### src/rtl/div32_pkg.sv
// div32_pkg: shared types and constants for the sequential restoring divider.
// Optional feature macro: DIV32_SIGNED_EN (two's-complement support in div32_seq).
package div32_pkg;

   // Default operand/result width of the divider.
   localparam int DEFAULT_WIDTH = 32;

   // Divide-by-zero quotient is all ones; replicate this fill bit to WIDTH.
   localparam logic DIV0_QUOTIENT_FILL = 1'b1;

   // Controller states of the divider.
   typedef enum logic [1:0] {
      IDLE    = 2'd0,
      RUN     = 2'd1,
      FINISH  = 2'd2,
      SPECIAL = 2'd3
   } state_t;

endpackage : div32_pkg

### src/rtl/div32_step.sv
// div32_step: one combinational restoring shift-subtract iteration.
// The partial remainder is shifted left with the next dividend bit, then the
// divisor is trial-subtracted in WIDTH+1 bits. Because the incoming remainder
// is always below the divisor, the shifted value is below twice the divisor,
// so the MSB of the WIDTH+1-bit difference is a reliable borrow flag.
module div32_step
   import div32_pkg::*;
#(
   parameter int WIDTH = DEFAULT_WIDTH
) (
   input  logic [WIDTH-1:0] i_rem,
   input  logic             i_bit,
   input  logic [WIDTH-1:0] i_divisor,
   output logic [WIDTH-1:0] o_rem,
   output logic             o_q_bit
);

   logic [WIDTH:0] w_shift;
   logic [WIDTH:0] w_diff;

   assign w_shift = {i_rem, i_bit};
   assign w_diff  = w_shift - {1'b0, i_divisor};

   // Non-negative difference: quotient bit 1 and keep the difference;
   // otherwise quotient bit 0 and restore the shifted remainder.
   assign o_q_bit = ~w_diff[WIDTH];
   assign o_rem   = o_q_bit ? w_diff[WIDTH-1:0] : w_shift[WIDTH-1:0];

endmodule : div32_step

### src/rtl/div32_seq.sv
// div32_seq: multi-cycle integer divider, one quotient bit per clock.
// Handshake: start (sampled in IDLE) / busy / one-cycle done pulse.
// Optional feature macro: DIV32_SIGNED_EN. When defined, signed_op selects a
// two's-complement divide truncating toward zero; when undefined, every
// operation is unsigned and overflow is tied low.
module div32_seq
   import div32_pkg::*;
#(
   parameter int WIDTH = DEFAULT_WIDTH
) (
   input  logic             clk,
   input  logic             rst,
   input  logic             start,
   input  logic             signed_op,
   input  logic [WIDTH-1:0] a,
   input  logic [WIDTH-1:0] b,
   output logic             busy,
   output logic             done,
   output logic [WIDTH-1:0] quotient,
   output logic [WIDTH-1:0] remainder,
   output logic             div_zero,
   output logic             overflow
);

   localparam int CNT_W = $clog2(WIDTH);

   state_t           r_state;
   state_t           w_next_state;
   logic [CNT_W-1:0] r_count;
   logic [WIDTH-1:0] r_rem;        // partial remainder during RUN
   logic [WIDTH-1:0] r_dvd;        // dividend shifting out, quotient shifting in
   logic [WIDTH-1:0] r_divisor;    // divisor magnitude
   logic [WIDTH-1:0] r_a;          // original dividend, for divide-by-zero remainder
   logic [WIDTH-1:0] r_quotient;
   logic [WIDTH-1:0] r_remainder;
   logic             r_div_zero;
   logic             r_done;

   logic [WIDTH-1:0] w_a_mag;
   logic [WIDTH-1:0] w_b_mag;
   logic             w_ovf_cond;
   logic [WIDTH-1:0] w_step_rem;
   logic             w_step_q;

`ifdef DIV32_SIGNED_EN
   logic             r_neg_q;      // quotient needs negation after RUN
   logic             r_neg_r;      // remainder needs negation (follows sign of a)
   logic             r_overflow;
   logic             w_a_neg;
   logic             w_b_neg;

   assign w_a_neg = signed_op & a[WIDTH-1];
   assign w_b_neg = signed_op & b[WIDTH-1];
   // |MIN| wraps back to MIN, which is the correct unsigned magnitude.
   assign w_a_mag = w_a_neg ? -a : a;
   assign w_b_mag = w_b_neg ? -b : b;
   assign w_ovf_cond = signed_op & (a == {1'b1, {(WIDTH-1){1'b0}}}) & (&b);
   assign overflow   = r_overflow;
`else
   // signed_op has no function in the unsigned-only build.
   logic             w_unused_signed_op;

   assign w_unused_signed_op = signed_op;
   assign w_a_mag    = a;
   assign w_b_mag    = b;
   assign w_ovf_cond = 1'b0;
   assign overflow   = 1'b0;
`endif

   // Single restoring iteration, reused every RUN cycle.
   div32_step #(
      .WIDTH(WIDTH)
   ) u_step (
      .i_rem    (r_rem),
      .i_bit    (r_dvd[WIDTH-1]),
      .i_divisor(r_divisor),
      .o_rem    (w_step_rem),
      .o_q_bit  (w_step_q)
   );

   // State register.
   // NOTE: sequential state uses non-blocking (<=) so every flop samples pre-edge values.
   always_ff @(posedge clk or posedge rst) begin
      if (rst) begin
         r_state <= IDLE;
      end else begin
         r_state <= w_next_state;
      end
   end

   // Next-state decode and busy output.
   // NOTE: defaults are assigned first so no path leaves a signal unassigned (no inferred latch).
   always_comb begin
      w_next_state = r_state;
      busy         = 1'b1;
      unique case (r_state)
         IDLE: begin
            busy = 1'b0;
            if (start) begin
               w_next_state = ((b == '0) || w_ovf_cond) ? SPECIAL : RUN;
            end
         end
         RUN: begin
            if (r_count == '0) begin
               w_next_state = FINISH;
            end
         end
         FINISH:  w_next_state = IDLE;
         SPECIAL: w_next_state = IDLE;
         default: w_next_state = IDLE;
      endcase
   end

   // Operand capture, iteration, result registration and done pulse.
   always_ff @(posedge clk or posedge rst) begin
      if (rst) begin
         r_count     <= '0;
         r_rem       <= '0;
         r_dvd       <= '0;
         r_divisor   <= '0;
         r_a         <= '0;
         r_quotient  <= '0;
         r_remainder <= '0;
         r_div_zero  <= 1'b0;
         r_done      <= 1'b0;
`ifdef DIV32_SIGNED_EN
         r_neg_q     <= 1'b0;
         r_neg_r     <= 1'b0;
         r_overflow  <= 1'b0;
`endif
      end else begin
         r_done <= 1'b0;
         unique case (r_state)
            IDLE: begin
               if (start) begin
                  r_a        <= a;
                  r_dvd      <= w_a_mag;
                  r_divisor  <= w_b_mag;
                  r_rem      <= '0;
                  r_count    <= CNT_W'(WIDTH - 1);
                  r_div_zero <= 1'b0;
`ifdef DIV32_SIGNED_EN
                  r_neg_q    <= w_a_neg ^ w_b_neg;
                  r_neg_r    <= w_a_neg;
                  r_overflow <= 1'b0;
`endif
               end
            end
            RUN: begin
               r_rem   <= w_step_rem;
               r_dvd   <= {r_dvd[WIDTH-2:0], w_step_q};
               r_count <= r_count - CNT_W'(1);
            end
            FINISH: begin
`ifdef DIV32_SIGNED_EN
               r_quotient  <= r_neg_q ? -r_dvd : r_dvd;
               r_remainder <= r_neg_r ? -r_rem : r_rem;
`else
               r_quotient  <= r_dvd;
               r_remainder <= r_rem;
`endif
               r_done      <= 1'b1;
            end
            SPECIAL: begin
               if (r_divisor == '0) begin
                  // Divide by zero, signed or unsigned.
                  r_quotient  <= {WIDTH{DIV0_QUOTIENT_FILL}};
                  r_remainder <= r_a;
                  r_div_zero  <= 1'b1;
               end else begin
                  // Signed MIN / -1: quotient saturates to the dividend.
                  r_quotient  <= r_a;
                  r_remainder <= '0;
`ifdef DIV32_SIGNED_EN
                  r_overflow  <= 1'b1;
`endif
               end
               r_done <= 1'b1;
            end
            default: ;
         endcase
      end
   end

   assign done      = r_done;
   assign quotient  = r_quotient;
   assign remainder = r_remainder;
   assign div_zero  = r_div_zero;

endmodule : div32_seq

### config.mk
export PLATFORM = sky130hd
export DESIGN_NAME = div32_seq
export DESIGN_NICKNAME = d
export VERILOG_FILES = /design/src/rtl/div32_pkg.sv /design/src/rtl/div32_step.sv /design/src/rtl/div32_seq.sv
export SDC_FILE = /design/constraint.sdc
export NUM_CORES = 1
export LEC_CHECK = 0
export ABC_AREA = 1
export BUFFER_PORTS_ARGS = -buffer_cell sky130_fd_sc_hd__buf_4
export CAP_MARGIN = 20
export CORE_MARGIN = 1
export CORE_UTILIZATION = 30
export CTS_CLUSTER_DIAMETER = 100
export DETAILED_ROUTE_END_ITERATION = 10
export PLACE_DENSITY = 0.43
export SYNTH_ARGS = -nofsm -noshare
export SYNTH_HDL_FRONTEND = slang
export SYNTH_SLANG_ARGS = --single-unit
### constraint.sdc
create_clock -name clk -period 7.76 [get_ports clk]
set_clock_uncertainty 0.05 [all_clocks]
set_input_delay 1.164 -clock clk [delete_from_list [all_inputs] [get_ports clk]]
set_output_delay 1.164 -clock clk [all_outputs]
set_load 0.05 [all_outputs]
Yosys cells after proc, flatten, opt, wreduce, memory -nomap -nowiden
Cells that the tools add are included.
{"block": "word_totals", "reg_bits": 201, "out_inout_bits": 68}
{"block": "op_classes", "addsub": 2, "eq_ne": 6, "n_mux": 20, "bitwise": 1, "reduce_logical": 12}
{"op": "32-bit one-hot mux with 2 select lines", "n": 4}
{"op": "32-bit two-way mux", "n": 5}
{"op": "32-bit logical NOT", "n": 2}
{"op": "33-bit by 32-bit subtractor with 33-bit output", "n": 1}
{"op": "5-bit one-hot mux with 2 select lines", "n": 1}
{"op": "2-bit two-way mux", "n": 3}
{"op": "2-bit inequality test, second input constant", "n": 3}
{"op": "2-bit one-hot mux with 3 select lines", "n": 1}
{"op": "2-bit AND reduction", "n": 3}
{"op": "2-bit nonzero test", "n": 3}
{"op": "5-bit logical NOT", "n": 1}
{"op": "5-bit two-way mux", "n": 1}
{"op": "5-bit by 1-bit subtractor with 5-bit output, second input constant", "n": 1}
{"op": "2-bit == test, second input constant", "n": 2}
{"op": "1-bit two-way mux", "n": 4}
{"op": "3-bit AND reduction", "n": 1}
{"op": "2-bit by 1-bit == test with 1-bit output, second input constant", "n": 1}
{"op": "2-bit logical NOT", "n": 1}
{"op": "1-bit one-hot mux with 2 select lines", "n": 1}
{"op": "2-bit OR reduction", "n": 1}
{"op": "1-bit inverter", "n": 1}

Longest topological paths before layout
Gate-level depths: netlist (run 1).
{"block": "logic_depth", "ltp_word": 4, "depth_mapped": 19, "depth_no_buf": 18}

Modules after synthesis
Synthesis (run 1) repeated with hierarchy kept, for this count alone.
{"block": "hier_totals", "cells_unflattened": 1668, "hier_area_um2": 12004.0}
{"mod": "div32_seq", "n_inst": 1, "cells_each": 987, "area_per_inst_um2": 8753.4, "seq_area_each_um2": 5029.8}
{"mod": "div32_step", "n_inst": 1, "cells_each": 681, "area_per_inst_um2": 3250.6, "seq_area_each_um2": 0.0}

Worst setup path after synthesis (run 1)
Ideal clock, no wire load.
{"block": "synth_path", "path_type": "register -> register", "start": "reg r_dvd[31]", "end": "reg r_rem[23]", "t_arrival_ns": 2.031, "required_ns": 7.592, "slack_ns": 5.561, "stages_incl_launch_ff": 18, "n_path_buf": 1, "period_less_slack_ns": 2.199, "cell_sequence": "dfrtp_1 -> inv_1 -> ha_1 -> inv_1 -> fa_1 -> nand2_1 -> nand2_1 -> nand3_1 -> nand2_2 -> nand2_2 -> nand2_4 -> nand2_4 -> nand3_1 -> nand2_4 -> buf_6 -> nand2_1 -> nand3_1 -> nand2_1"}
{"block": "synth_via", "elab_chain_cells": 3}
{"item": "start, declared", "line_no": "div32_seq.sv:31", "text": "logic [WIDTH-1:0] r_dvd;"}
{"item": "start signal, assigned", "line_no": "div32_seq.sv:137", "text": "r_dvd <= w_a_mag;"}
{"item": "start signal, assigned", "line_no": "div32_seq.sv:151", "text": "r_dvd <= {r_dvd[WIDTH-2:0], w_step_q};"}
{"item": "33-bit by 32-bit subtractor with 33-bit output", "line_no": "div32_step.sv:22", "text": "assign w_diff = w_shift - {1'b0, i_divisor};"}
{"item": "32-bit two-way mux", "line_no": "div32_step.sv:27", "text": "assign o_rem = o_q_bit ? w_diff[WIDTH-1:0] : w_shift[WIDTH-1:0];"}
{"item": "32-bit one-hot mux with 2 select lines", "line_no": "div32_seq.sv:133", "text": "unique case (r_state)"}
{"item": "end signal, assigned", "line_no": "div32_seq.sv:150", "text": "r_rem <= w_step_rem;"}
{"item": "end, declared", "line_no": "div32_seq.sv:30", "text": "logic [WIDTH-1:0] r_rem;"}
Every way passes these cells.
A chain may end at the register's enable or synchronous reset.

Worst setup path in the final report (run 1)
{"block": "layout_path", "start": "reg r_state[0]", "end": "reg r_count[4]"}
{"block": "layout_via", "elab_chain_cells": 3}
{"item": "start, declared", "line_no": "div32_seq.sv:27", "text": "state_t r_state;"}
{"item": "start signal, assigned", "line_no": "div32_seq.sv:87", "text": "r_state <= w_next_state;"}
{"item": "2-bit by 1-bit == test with 1-bit output / 2-bit logical NOT (equally long branches)", "line_no": "div32_seq.sv:133"}
{"item": "2-bit nonzero test (no line) / 2-bit inequality test (equally long branches)"}
{"item": "2-bit AND reduction (no line)"}
{"item": "end signal, assigned", "line_no": "div32_seq.sv:140", "text": "r_count <= CNT_W'(WIDTH - 1);"}
{"item": "end signal, assigned", "line_no": "div32_seq.sv:152", "text": "r_count <= r_count - CNT_W'(1);"}
{"item": "end, declared", "line_no": "div32_seq.sv:29", "text": "logic [CNT_W-1:0] r_count;"}
Parallel ways exist; a longest one is shown, timed or not.

==> results.cfg, run 1 <==
[placed_design]
gp_congestion = 0.876
place_area_sq_um = 13000
io_buffers = 133
dp_hpwl_um = 26400

[floorplanning]
dieWidth_um = 198
initial_core_util = 0.305
core_area_sq_um = 37800
die_area_sq_um = 39200
io_pins = 136
dieHeight_um = 198
num_rows = 71

[clocking]
cts_hold_buf = 0
cts_tree = built
clockBufferDepth = 3
cts_sinks = 201
htreeDepth = 1
post_cts_resized = 0
root_buffer = clkbuf_16
post_cts_buffers = 0
cts_made_buffers = 24
insertion_delay_ns = 0.52
path_clk_slew_ns = 0.06

[setup_path]
worst-path-buf-inv = 4
crit_slowest_cell = inv_2
cp_num_cells = 10
crit_type = flip-flop to flip-flop
cp_top_family = buffers and inverters
worstSetupStartpointType = flip-flop
worstPathRequired_ns = 8.10
endpoint_kind = flip-flop
critical_path.most_common_cell = buf_4
arrival_ns = 3.45
crit_chain = buf_4, nor2_1, nand2_4, inv_2, nor2_4, buf_4, nor3_1, inv_1, o21ai_0, nand3_1
worstPathMaxFanout = 52
r2r_cells = 10
max_stage_delay_ns = 0.64

[synthesis]
syn_nets = 1725
post_synth_num_cell_types = 38
yosysSeqAreaShare = 0.437
syn_inst = 1622
yosysTopAreaCell = dfrtp_1
yosysWarnings = 0
synth.cell_area_sq_um = 11500
synth_area_leaders = dfrtp_1 (44%), nand2_1 (19%), inv_1 (7.8%)
syn_area_per_cell_sq_um = 7.10
synth_seq_cells = 201
synth_top_cell_area_share = 0.437

[detailed_routing]
num_vias = 10400
dr.pass1.iters = 5
route.detailed.drc = 0
routed_wl_um = 36800
via_per_inst = 4.64
wl_per_cell_um = 16.3
drtIter0Drc = 548
ant_nets = 0

[sta]
tightestPinTransition_ns = 0.983
slew_violations = 0
finalHoldViolations = 0
post-route-period-util = 0.402
finalSetupViolations = 0
finalCriticalPeriod_ns = 3.12
slew_headroom = 0.338
fmax_mhz = 321
rsz0062_at_grt = false
setup_tns_ns = 0

[run]
cap_viol_max_count = 0

[cells_and_area]
nets = 1830
drive_above_1_share = 0.121
layout_commonest_cell = nand2_1
antennaDiodeCount = 0
fin_util = 0.363
design_area_sq_um = 13700
area_growth_pct = 19.1
final_cell_mix = nand2_1 (586), inv_1 (238), dfrtp_1 (200)

[global_routing]
grt_max_degree = 106
grt_pass1_vias = 10400
grt_usage = 0.192
grt_pass1_wl_um = 58700
overflow = 0
antenna_found_initial = 0

[hold_path]
hp-class = flip-flop to flip-flop
hold_depth = 2

[run_status]
status = finished clean
## layer usage
layer  track usage  vias to the layer above  wire [um]
li1              -                     5303          -
met1         0.277                     4928      18200
met2         0.304                      177      16600
met3        0.0238                       29       1420
met4        0.0422                        0        589
met5             0                        -          0
## worst reg2reg max path: cells and delay by family, from the launching register on
| family | cells | cell delay [ns] |
|---|---|---|
| flip-flops | 1 | 0.36 |
| AO/OA/AOI/OAI | 1 | 0.15 |
| AND/OR/NAND/NOR | 5 | 1.07 |
| buffers and inverters | 4 | 1.36 |
## cell usage after synthesis
cell type  instances
buf_2              8
a21oi_4            1
o21bai_1           1
o21ai_0          100
nor4_1            10
and2_1             4
inv_1            239
nand2_2            8
nand4_1           16
a21o_1             1
and3_1             1
inv_2              6
nor3_1            39
xor2_1             1
nor3_2             2
buf_6              6
ha_1              34
conb_1             1
nor2_2             2
or2_1              1
nand2_1          587
fa_1               1
nand3_1           98
a21oi_1           85
o221ai_1          13
xnor2_1           14
nand3_2            1
buf_4              2
dfrtp_1          201
mux2i_1            1
nand3b_1           6
nor2_1            70
a21oi_2            1
nand2_4            5
o211ai_1           4
buf_1              4
clkbuf_1          47
a22o_1             1
## logic make-up after synthesis
family,share of synthesized area
AOI/OAI and AO/OA,0.0971
xor gates and xnor gates,0.0114
adders and majority gates,0.0387
buffers and inverters,0.107
DFF,0.437
muxes,0.000869
other,0.000326
and+or+nand+nor,0.308
## worst paths after layout
path,start,endpoint,slack (ns)
setup reg to reg,r_state[0]$_DFFE_PP0P_,r_count[4]$_DFFE_PP0P_,4.64
setup / recovery,r_state[0]$_DFFE_PP0P_,r_count[4]$_DFFE_PP0P_,4.64
hold reg to reg,quotient[6]$_DFFE_PP0P_,quotient[6]$_DFFE_PP0P_,0.44
hold / removal,quotient[6]$_DFFE_PP0P_,quotient[6]$_DFFE_PP0P_,0.44
max in group asynchronous,rst,r_state[1]$_DFFE_PP0P_,5.61
min in group asynchronous,rst,r_divisor[0]$_DFFE_PP0P_,0.71
## metrics by stage
step,hold slack [ns],setup slack [ns],cells
after CTS,0.445,4.59,2250
after floorplan,0.417,1.06,1622
final,0.436,4.64,2250
after global routing,0.473,4.32,2250
after global placement,0.430,4.36,2211
after detailed placement,0.428,4.30,2212
## flip-flops by register name, indices dropped and copies added, names as in the netlist
register	flops
div_zero	1
done	1
quotient	32
r_a	32
r_count	5
r_divisor	32
r_dvd	32
r_rem	32
r_state	2
remainder	32
## final cells by class
type,instances,area (sq um)
clock buffers,34,699
clock inverters,4,26.3
fillers,4011,24000
inverters,245,927
multi-input cells,1109,5280
flip-flops and latches,201,5030
well taps,511,639
repair buffers,146,1120
Power of run 1 is left out: the tool's default activity adds up to more than one toggle a clock period on the data nets, which glitch-free logic cannot reach.
==> run 2: changes to the inputs <==
--- a/config.mk
+++ b/config.mk
@@ -12,7 +12,7 @@
 export CORE_UTILIZATION = 30
 export CTS_CLUSTER_DIAMETER = 100
 export DETAILED_ROUTE_END_ITERATION = 10
-export PLACE_DENSITY = 0.43
+export PLACE_DENSITY = 0.44
 export SYNTH_ARGS = -nofsm -noshare
 export SYNTH_HDL_FRONTEND = slang
 export SYNTH_SLANG_ARGS = --single-unit
==> constraint.sdc (replaced) <==
create_clock -name clk -period 2.6 [get_ports clk]
set_clock_uncertainty 0.05 [all_clocks]
set_input_delay 0.39 -clock clk [delete_from_list [all_inputs] [get_ports clk]]
set_output_delay 0.39 -clock clk [all_outputs]
set_load 0.05 [all_outputs]
==> results.cfg, run 2 (synthesized netlist as in run 1, its figures left out) <==
[run_status]
status = finished clean

[detailed_routing]
route.detailed.drc = 0
routed_wl_um = 36900
num_vias = 10500
drtIter0Drc = 497
dr.pass1.iters = 5
via_per_inst = 4.60
ant_nets = 0
wl_per_cell_um = 16.2

[sta]
finalSetupViolations = 0
post-route-period-util = 0.934
finalCriticalPeriod_ns = 2.43
rsz0062_at_grt = false
slew_headroom = 0.538
finalHoldViolations = 0
tightestPinTransition_ns = 0.693
fmax_mhz = 412
slew_violations = 0

[global_routing]
overflow = 0
grt_pass1_wl_um = 59100
antenna_found_initial = 0
grt_usage = 0.192
grt_max_degree = 66
grt_pass1_vias = 10500

[placed_design]
dp_hpwl_um = 27200
post-place-cells = 2231
gp_congestion = 0.874
io_buffers = 133

[setup_path]
worstPathRequired_ns = 2.95
endpoint_kind = flip-flop
worstPathMaxFanout = 7
critical_path.most_common_cell = nand2_1
max_stage_delay_ns = 0.45
crit_type = flip-flop to flip-flop
crit_chain = ha_1, nand2_1, nor2_1, nand2_1, nor2_2, nand2_4, nand2_4, nand2_2, nand2_4, buf_4, nand2_1, nand3_1, nand2_1
arrival_ns = 2.78
worstSetupStartpointType = flip-flop
crit_slowest_cell = dfrtp_1

[cells_and_area]
finalNonFillerCells = 2280
drive_above_1_share = 0.145
final_cell_mix = nand2_1 (583), inv_1 (237), dfrtp_1 (199)
antennaDiodeCount = 0
nets = 1854
fillers = 4085
area_growth_pct = 22.9
layout_commonest_cell = nand2_1

[floorplanning]
initial_core_util = 0.305
dieWidth_um = 198
io_pins = 136
core_area_sq_um = 37800
num_rows = 71
die_area_sq_um = 39200
dieHeight_um = 198

[clocking]
cts_tree = built
insertion_delay_ns = 0.53
path_clk_slew_ns = 0.06
htreeDepth = 1
root_buffer = clkbuf_16
cts_made_buffers = 25
clockBufferDepth = 3
cts_sinks = 201

[run]
cap_viol_max_count = 0

[hold_path]
hp-class = primary input to flip-flop
## run 2: path summary, 6_finish.rpt
check / from / end / slack, ns / cells past startpoint
worst min register to register: quotient[5]$_DFFE_PP0P_ / quotient[5]$_DFFE_PP0P_ / 0.44 / 2
worst min-delay path: a[14] / r_a[14]$_DFFE_PP0P_ / 0.04 / 3
max in group asynchronous: rst / remainder[21]$_DFFE_PP0P_ / 1.43 / 4
worst max-delay path: r_rem[26]$_DFFE_PP0P_ / r_rem[24]$_DFFE_PP0P_ / 0.17 / 13
worst max register to register: r_rem[26]$_DFFE_PP0P_ / r_rem[24]$_DFFE_PP0P_ / 0.17 / 13
min in group asynchronous: rst / r_dvd[8]$_DFFE_PP0P_ / 0.41 / 3
## run 2: layer usage
| layer | vias to the layer above | global-route usage | part of all wire |
|---|---|---|---|
| met5 | - | 0 | 0 |
| li1 | 5340 | - | - |
| met2 | 153 | 0.310 | 0.46 |
| met1 | 4950 | 0.276 | 0.49 |
| met3 | 34 | 0.0237 | 0.038 |
| met4 | 0 | 0.0347 | 0.013 |
## run 2: stage by stage
stage                     instance area [sq um]  hold slack (ns)  worst slack (ns)  utilization  setup TNS [ns]
after floorplan                           11500            0.417            -0.442            -          -88.91
after global placement                    13200            0.403             0.138        0.350               0
after CTS                                 14100           0.0207            0.0750        0.373               0
after global routing                      14200           0.0343           0.00237        0.375               0
final                                     14200           0.0356             0.173        0.375               0
after detailed placement                  13200            0.405            0.0962        0.350               0
## run 2: worst max-delay path, delay by kind of cell (launching register included)
kind | cells | cell delay, ns
flip-flops | 1 | 0.45
buffers and inverters | 1 | 0.17
adder cells (fa/ha/maj) | 1 | 0.43
AND/OR/NAND/NOR | 11 | 1.22
## run 2: timing repair
action                                 4_1_cts  5_1_grt
resized for setup                            0       14
buffers inserted                             0        1
setup endpoints to repair                    0       33
endpoints found under the hold margin       13        0
hold buffers                                 1        0
## run 2: area by class of cell
cell class / instances / area, sq um / area share
multi-input combinational: 1110 / 5330 / 0.376
sequential: 201 / 5030 / 0.356
timing repair buffer: 168 / 1380 / 0.0976
inverter: 245 / 923 / 0.0653
clock buffer: 31 / 688 / 0.0486
tap: 511 / 639 / 0.0452
clock inverter: 14 / 161 / 0.0114
Power of run 2 is left out for the same reason.
